[src/rtl/nes_mem_pkg.sv]
// nes_mem_pkg: shared types and constants for the NES memory initiator.
// Holds the FSM state enum, the requester ID enum and the region prefixes
// found on address bits [21:18] of the unified memory map.
package nes_mem_pkg;

   typedef enum logic [1:0] {
      ST_IDLE   = 2'd0,
      ST_STROBE = 2'd1,
      ST_WAIT   = 2'd2,
      ST_DONE   = 2'd3
   } state_t;

   typedef enum logic {
      REQ_CPU = 1'b0,
      REQ_PPU = 1'b1
   } req_id_t;

   // Region prefixes on addr[21:18]; a region matches when (top & MASK) == PREFIX.
   localparam logic [3:0] REGION_PRG           = 4'b0000;
   localparam logic [3:0] REGION_PRG_MASK      = 4'b1000;
   localparam logic [3:0] REGION_CHR           = 4'b1000;
   localparam logic [3:0] REGION_CHR_MASK      = 4'b1100;
   localparam logic [3:0] REGION_VRAM          = 4'b1100;
   localparam logic [3:0] REGION_VRAM_MASK     = 4'b1111;
   localparam logic [3:0] REGION_CPU_RAM       = 4'b1110;
   localparam logic [3:0] REGION_CPU_RAM_MASK  = 4'b1111;
   localparam logic [3:0] REGION_CART_RAM      = 4'b1111;
   localparam logic [3:0] REGION_CART_RAM_MASK = 4'b1111;

   // True when the 4-bit address prefix falls inside the given region.
   function automatic logic region_hit(input logic [3:0] top,
                                       input logic [3:0] prefix,
                                       input logic [3:0] mask);
      return (top & mask) == prefix;
   endfunction

endpackage

[src/rtl/nes_mem_arb_pick.sv]
// nes_mem_arb_pick: chooses which requester gets the next bus grant.
// Default build: fixed priority, PPU over CPU.
// With NES_MEM_ARB_RR_EN defined: round-robin on ties, pointer advances to the
// other requester after every grant; a lone requester always wins.
module nes_mem_arb_pick
   import nes_mem_pkg::*;
(
`ifdef NES_MEM_ARB_RR_EN
   input  logic    clock,
   input  logic    reset_n,
   input  logic    grant_taken,
`endif
   input  logic    cpu_req,
   input  logic    ppu_req,
   output req_id_t winner
);

`ifdef NES_MEM_ARB_RR_EN
   req_id_t ptr_q;

   // Round-robin pointer: after a grant, favour the requester that lost.
   always_ff @(posedge clock or negedge reset_n) begin
      if (!reset_n) begin
         ptr_q <= REQ_CPU;
      end else if (grant_taken) begin
         ptr_q <= (winner == REQ_CPU) ? REQ_PPU : REQ_CPU;
      end
   end

   // Tie goes to the pointed requester, otherwise whoever is asking.
   always_comb begin
      winner = REQ_CPU;
      if (cpu_req && ppu_req) begin
         winner = ptr_q;
      end else if (ppu_req) begin
         winner = REQ_PPU;
      end
   end
`else
   // Fixed priority: PPU wins whenever it is requesting.
   always_comb begin
      winner = REQ_CPU;
      if (ppu_req) begin
         winner = REQ_PPU;
      end
   end
`endif

endmodule

[src/rtl/nes_mem_initiator.sv]
// nes_mem_initiator: bus master of the NES unified memory interface.
// Arbitrates CPU/PPU requests, drives one strobe per access on the shared
// bus, captures read data after RD_LAT cycles and acks the requester.
// Optional round-robin arbitration: define NES_MEM_ARB_RR_EN.
module nes_mem_initiator
   import nes_mem_pkg::*;
#(
   parameter int unsigned RD_LAT = 2,
   parameter int unsigned ADDR_W = 22
) (
   input  logic              clock,
   input  logic              reset_n,
   input  logic              load_done,
   input  logic              cpu_req,
   input  logic              cpu_we,
   input  logic [ADDR_W-1:0] cpu_addr,
   input  logic [7:0]        cpu_wdata,
   output logic              cpu_ack,
   output logic [7:0]        cpu_rdata,
   input  logic              ppu_req,
   input  logic [ADDR_W-1:0] ppu_addr,
   output logic              ppu_ack,
   output logic [7:0]        ppu_rdata,
   output logic [ADDR_W-1:0] mem_addr,
   output logic              mem_rd_cpu,
   output logic              mem_rd_ppu,
   output logic              mem_wr,
   output logic [7:0]        mem_d,
   input  logic [7:0]        mem_q_cpu,
   input  logic [7:0]        mem_q_ppu,
   output logic              busy
);

   state_t            state_q;
   state_t            state_d;
   req_id_t           winner;
   req_id_t           who_q;
   logic              we_q;
   logic [7:0]        wdata_q;
   logic [ADDR_W-1:0] addr_q;
   logic [2:0]        cnt_q;
   logic              grant;
   logic              capture;

   nes_mem_arb_pick u_arb (
`ifdef NES_MEM_ARB_RR_EN
      .clock       (clock),
      .reset_n     (reset_n),
      .grant_taken (grant),
`endif
      .cpu_req     (cpu_req),
      .ppu_req     (ppu_req),
      .winner      (winner)
   );

   assign mem_addr = addr_q;
   assign busy     = (state_q != ST_IDLE);

   // FSM state register.
   always_ff @(posedge clock or negedge reset_n) begin
      if (!reset_n) begin
         state_q <= ST_IDLE;
      end else begin
         state_q <= state_d;
      end
   end

   // Next state and bus/ack outputs; outputs depend only on registered state.
   always_comb begin
      state_d    = state_q;
      grant      = 1'b0;
      capture    = 1'b0;
      mem_rd_cpu = 1'b0;
      mem_rd_ppu = 1'b0;
      mem_wr     = 1'b0;
      mem_d      = '0;
      cpu_ack    = 1'b0;
      ppu_ack    = 1'b0;
      case (state_q)
         ST_IDLE: begin
            if (load_done && (cpu_req || ppu_req)) begin
               grant   = 1'b1;
               state_d = ST_STROBE;
            end
         end
         ST_STROBE: begin
            if (who_q == REQ_CPU && we_q) begin
               mem_wr  = 1'b1;
               mem_d   = wdata_q;
               state_d = ST_DONE;
            end else begin
               if (who_q == REQ_CPU) begin
                  mem_rd_cpu = 1'b1;
               end else begin
                  mem_rd_ppu = 1'b1;
               end
               state_d = ST_WAIT;
            end
         end
         ST_WAIT: begin
            if (cnt_q == 3'd0) begin
               capture = 1'b1;
               state_d = ST_DONE;
            end
         end
         ST_DONE: begin
            if (who_q == REQ_CPU) begin
               cpu_ack = 1'b1;
            end else begin
               ppu_ack = 1'b1;
            end
            state_d = ST_IDLE;
         end
         default: state_d = ST_IDLE;
      endcase
   end

   // Transaction registers: latch winner fields at grant, count read latency,
   // capture read data into the requester's rdata register.
   always_ff @(posedge clock or negedge reset_n) begin
      if (!reset_n) begin
         who_q     <= REQ_CPU;
         we_q      <= 1'b0;
         wdata_q   <= '0;
         addr_q    <= '0;
         cnt_q     <= '0;
         cpu_rdata <= '0;
         ppu_rdata <= '0;
      end else begin
         if (grant) begin
            who_q   <= winner;
            we_q    <= (winner == REQ_CPU) && cpu_we;
            wdata_q <= cpu_wdata;
            addr_q  <= (winner == REQ_CPU) ? cpu_addr : ppu_addr;
         end
         if (state_q == ST_STROBE) begin
            cnt_q <= 3'(RD_LAT - 1);
         end else if (state_q == ST_WAIT && cnt_q != 3'd0) begin
            cnt_q <= cnt_q - 3'd1;
         end
         if (capture) begin
            if (who_q == REQ_CPU) begin
               cpu_rdata <= mem_q_cpu;
            end else begin
               ppu_rdata <= mem_q_ppu;
            end
         end
      end
   end

endmodule

[config.mk]
export PLATFORM = sky130hd
export DESIGN_NAME = nes_mem_initiator
export DESIGN_NICKNAME = d
export VERILOG_FILES = /design/src/rtl/nes_mem_pkg.sv /design/src/rtl/nes_mem_arb_pick.sv /design/src/rtl/nes_mem_initiator.sv
export SDC_FILE = /design/constraint.sdc
export NUM_CORES = 1
export LEC_CHECK = 0
export CORE_MARGIN = 2
export CORE_UTILIZATION = 43
export CTS_BUF_LIST = sky130_fd_sc_hd__clkbuf_8 sky130_fd_sc_hd__clkbuf_16
export DETAILED_ROUTE_END_ITERATION = 8
export HOLD_SLACK_MARGIN = 0.1
export PLACE_DENSITY = 0.83
export SLEW_MARGIN = 20
export SYNTH_ARGS = -nofsm -noshare
export SYNTH_HDL_FRONTEND = slang
export SYNTH_SLANG_ARGS = --single-unit
export TNS_END_PERCENT = 30
[constraint.sdc]
create_clock -name clock -period 3.43 [get_ports clock]
set_input_delay 0.686 -clock clock [delete_from_list [all_inputs] [get_ports clock]]
set_output_delay 0.686 -clock clock [all_outputs]
set_load 0.01 [all_outputs]
==> results.ini <==
[status]
outcome=completed

[synthesis]
netlist_instances=204
synthFlopType=dfrtp_1
yosysUniqueCellTypes=30
yosys_warnings=0
synth-xor-area-share_pct=0
synth_mux_area_share_pct=20.9
synthArstFlopShare_pct=100
synth_edf_count=0
synth_top_family_by_area=multiplexers
yosysSeqAreaShare_pct=53.9
netlist_area_um2=2460
yosys.area_share.simple_pct=10.0
synth_compound_area_share_pct=8.14
syn_avg_cell_area_um2=12.1
syn_nets=285
synth_seq_cells=53
synth-adder-area-share_pct=3.56

[setup_path]
slowest_delay_ns=0.54
ff2ff_setup_slack_ns=1.52
critical_path_buf_inv_count=2
critPathMaxFanout=10
cp_top_family=buffers and inverters
setup.worst_path.end=mem_d[6]
r2r_cells=4
worstSetupStartpoint=state_q[1]$_DFFE_PN0P_
r2r_start=state_q[0]$_DFFE_PN0P_
critPathRequiredTime_ns=2.74
cp.depth=5
crit_path_cell_trace=inv_1 > ha_1 > and3b_1 > and2_1 > clkdlybuf4s50_1
cp-start-kind=register
cp-end-kind=primary output
cp_slowest_cell=clkdlybuf4s50_1
critPathArrivalTime_ns=2.18
reg2reg_to=ppu_rdata[4]$_DFFE_PN0P_
critPathKind=register to primary output

[clock_network]
clock_path_buffers=2
insertion_delay_ns=0.29
clock-sinks=53
cts_hold_buf=0
cts-root-buf=clkbuf_8
cts_max_level=2
cts_tree=built
cts.clk_slew.worst_paths_ns=0.09
post-cts-setup-buffers=0
cts_buffers=5
cts_resized=0

[global_routing]
overflow=0
grt_pass1_vias=1972
grt_pass1_wl_um=9220
grt_usage_pct=18.6
grt_max_degree=40
antenna_found_initial=0

[timing]
worst_slew_pin_slew_ns=0.656
rsz0062_at_grt=no
relSlewSlack_pct=56.3
min_period_ns=2.86
finalSetupViolations=0
finalHoldViolations=0
max_freq_ghz=0.349
fin_crit_sh_pct=83.5
tns_ns=0
finClkSkew_ns=0.00481
drv_slew=0

[cells_and_area]
postLayoutCellArea_um2=3840
area_delta_synth_final_pct=56.4
n_fill_cell=435
drive_gt1_share_pct=12.2
multi_input_area_um2=1050
regArea_um2=1330
diodes=0
num-nets-final=408

[floorplan]
fp.dieH_um=79.6
io_pins=126
placementRows=27
core_um2=5510
dieArea_um2=6340
start_util_pct=44.6
fp.dieW_um=79.6

[detailed_routing]
drc_errors=0
avgViaCountPerCell=4.79
dr.pass1.iters=4
vias=1910
avgRoutedWirePerCell_um=14.1
wl_um=5620
ant_nets=0
drt_iter0_markers=62

[job]
maxCapViolations=0

[placement]
gp_congestion=0.773
place_area_um2=3760
io_buffer_count=125
dp_hpwl_um=4350

[pwr]
p_int_w=0.00187
p_leak_nw=1.69
powerDensity_nw_per_um2=714
clkPwrFrac_pct=12.4
p_switching_w=0.000873
vdd_drop_max_uv=358
power_frac_comb_pct=47.9
power.share.switching_pct=31.8
seqPwrFrac_pct=39.7

[min_path]
hp-class=input port to asynchronous set/reset pin

==> registers in the layout, summed over array words and instances (netlist names) <==
name and flops:
state_q 2, wdata_q 8, we_q 1, cnt_q 3, who_q 1, mem_addr 22, ppu_rdata 8, cpu_rdata 8
==> worst reg2reg max path, delay by kind of cell (launching register included) <==
kind | cells | cell delay [ns]
buffers and inverters | 1 | 0.14
adders and majority gates | 1 | 0.36
muxes | 1 | 0.43
and+or+nand+nor | 1 | 0.46
DFF | 1 | 0.42
==> logic make-up (layout without fill, tap and decap cells) <==
group,after synthesis,in the layout
flip-flops,53,53
multiplexers,48,48
AND/OR/NAND/NOR,46,46
AO/OA/AOI/OAI,33,33
buffers and inverters,17,140
adder cells (fa/ha/maj),7,7
==> power by group through the flow <==
stage | registers, W | logic [W] | clock network, W
after detailed placement | 0.00110 | 0.00133 | 0
after CTS | 0.00109 | 0.00134 | 0.000349
after global routing | 0.00114 | 0.00144 | 0.000380
final | 0.00109 | 0.00132 | 0.000339
after global placement | 0.00109 | 0.00129 | 0
after floorplan | 0.00117 | 0.000547 | 0
==> per-layer routing <==
layer,track usage (%),up-vias,wire length (um)
met4,3.62,0,42
met5,0,-,0
met3,5.54,5,497
li1,-,947,-
met1,22.9,878,2380
met2,32.4,80,2700
==> worst min-delay path by stage <==
| stage | start | to | slack, ns | depth (start not counted) |
|---|---|---|---|---|
| after floorplan | reset_n | cnt_q[0]$_DFFE_PN0P_ | 0.39 | 0 |
| after global placement | mem_addr[2]$_DFFE_PN0P_ | mem_addr[2]$_DFFE_PN0P_ | 0.46 | 2 |
| after detailed placement | mem_addr[15]$_DFFE_PN0P_ | mem_addr[15]$_DFFE_PN0P_ | 0.47 | 2 |
| after CTS | reset_n | cpu_rdata[5]$_DFFE_PN0P_ | 0.43 | 1 |
| after global routing | reset_n | mem_addr[16]$_DFFE_PN0P_ | 0.45 | 1 |
| final | reset_n | cpu_rdata[5]$_DFFE_PN0P_ | 0.41 | 1 |
==> metrics by stage <==
| step | hold WS (ns) | setup slack, ns | instances | util [%] | total power [W] |
|---|---|---|---|---|---|
| floorplan | 0.390 | 1.42 | 204 | - | 0.00172 |
| global placement | 0.462 | 0.964 | 392 | 68.3 | 0.00238 |
| detailed placement | 0.471 | 0.891 | 392 | 68.3 | 0.00244 |
| CTS | 0.428 | 0.559 | 399 | 69.8 | 0.00278 |
| global route | 0.455 | 0.400 | 399 | 69.8 | 0.00296 |
| finish | 0.409 | 0.567 | 399 | 69.8 | 0.00274 |
==> synth_stat cells (2+ instances only) <==
library cell  count  share of area, %
dfrtp_1          53                54
mux2_2           26                12
o21ai_0          24               4.9
nand2_1          23               3.5
mux2i_1          22               9.0
and2_1           10               2.5
buf_2             8               1.6
ha_1              7               3.6
inv_1             5              0.76
nor2_1            3              0.46
a21oi_1           2              0.41
clkbuf_1          2              0.31
nand2b_1          2              0.51
==> cell type report <==
class / instances / share of cell area, %
Inverter: 5 / 0.488
Sequential cell: 53 / 34.5
Multi-Input combinational cell: 134 / 27.2
Tap cell: 72 / 2.34
Clock buffer: 6 / 2.15
Timing Repair Buffer: 128 / 33.2
Clock inverter: 1 / 0.0976
==> layout by cell type, fill, tap and decap left out <==
cell type	count
clkdlybuf4s50_1	123
dfrtp_1	53
mux2_2	26
o21ai_0	24
nand2_1	23
mux2i_1	22
and2_1	10
ha_1	7
inv_1	6
clkbuf_8	6
nor2_1	3
nand2b_1	2
a21oi_1	2
buf_2	2
buf_4	2
and3b_1	1
nor3b_1	1
nor2b_1	1
o211ai_4	1
a311oi_1	1
and3_1	1
o21bai_1	1
a221oi_1	1
nor3_1	1
a22oi_1	1
a2bb2oi_1	1
nor3b_4	1
nand4b_1	1
a21boi_0	1
and4bb_2	1
buf_12	1
(Power assumes the default switching activity.)
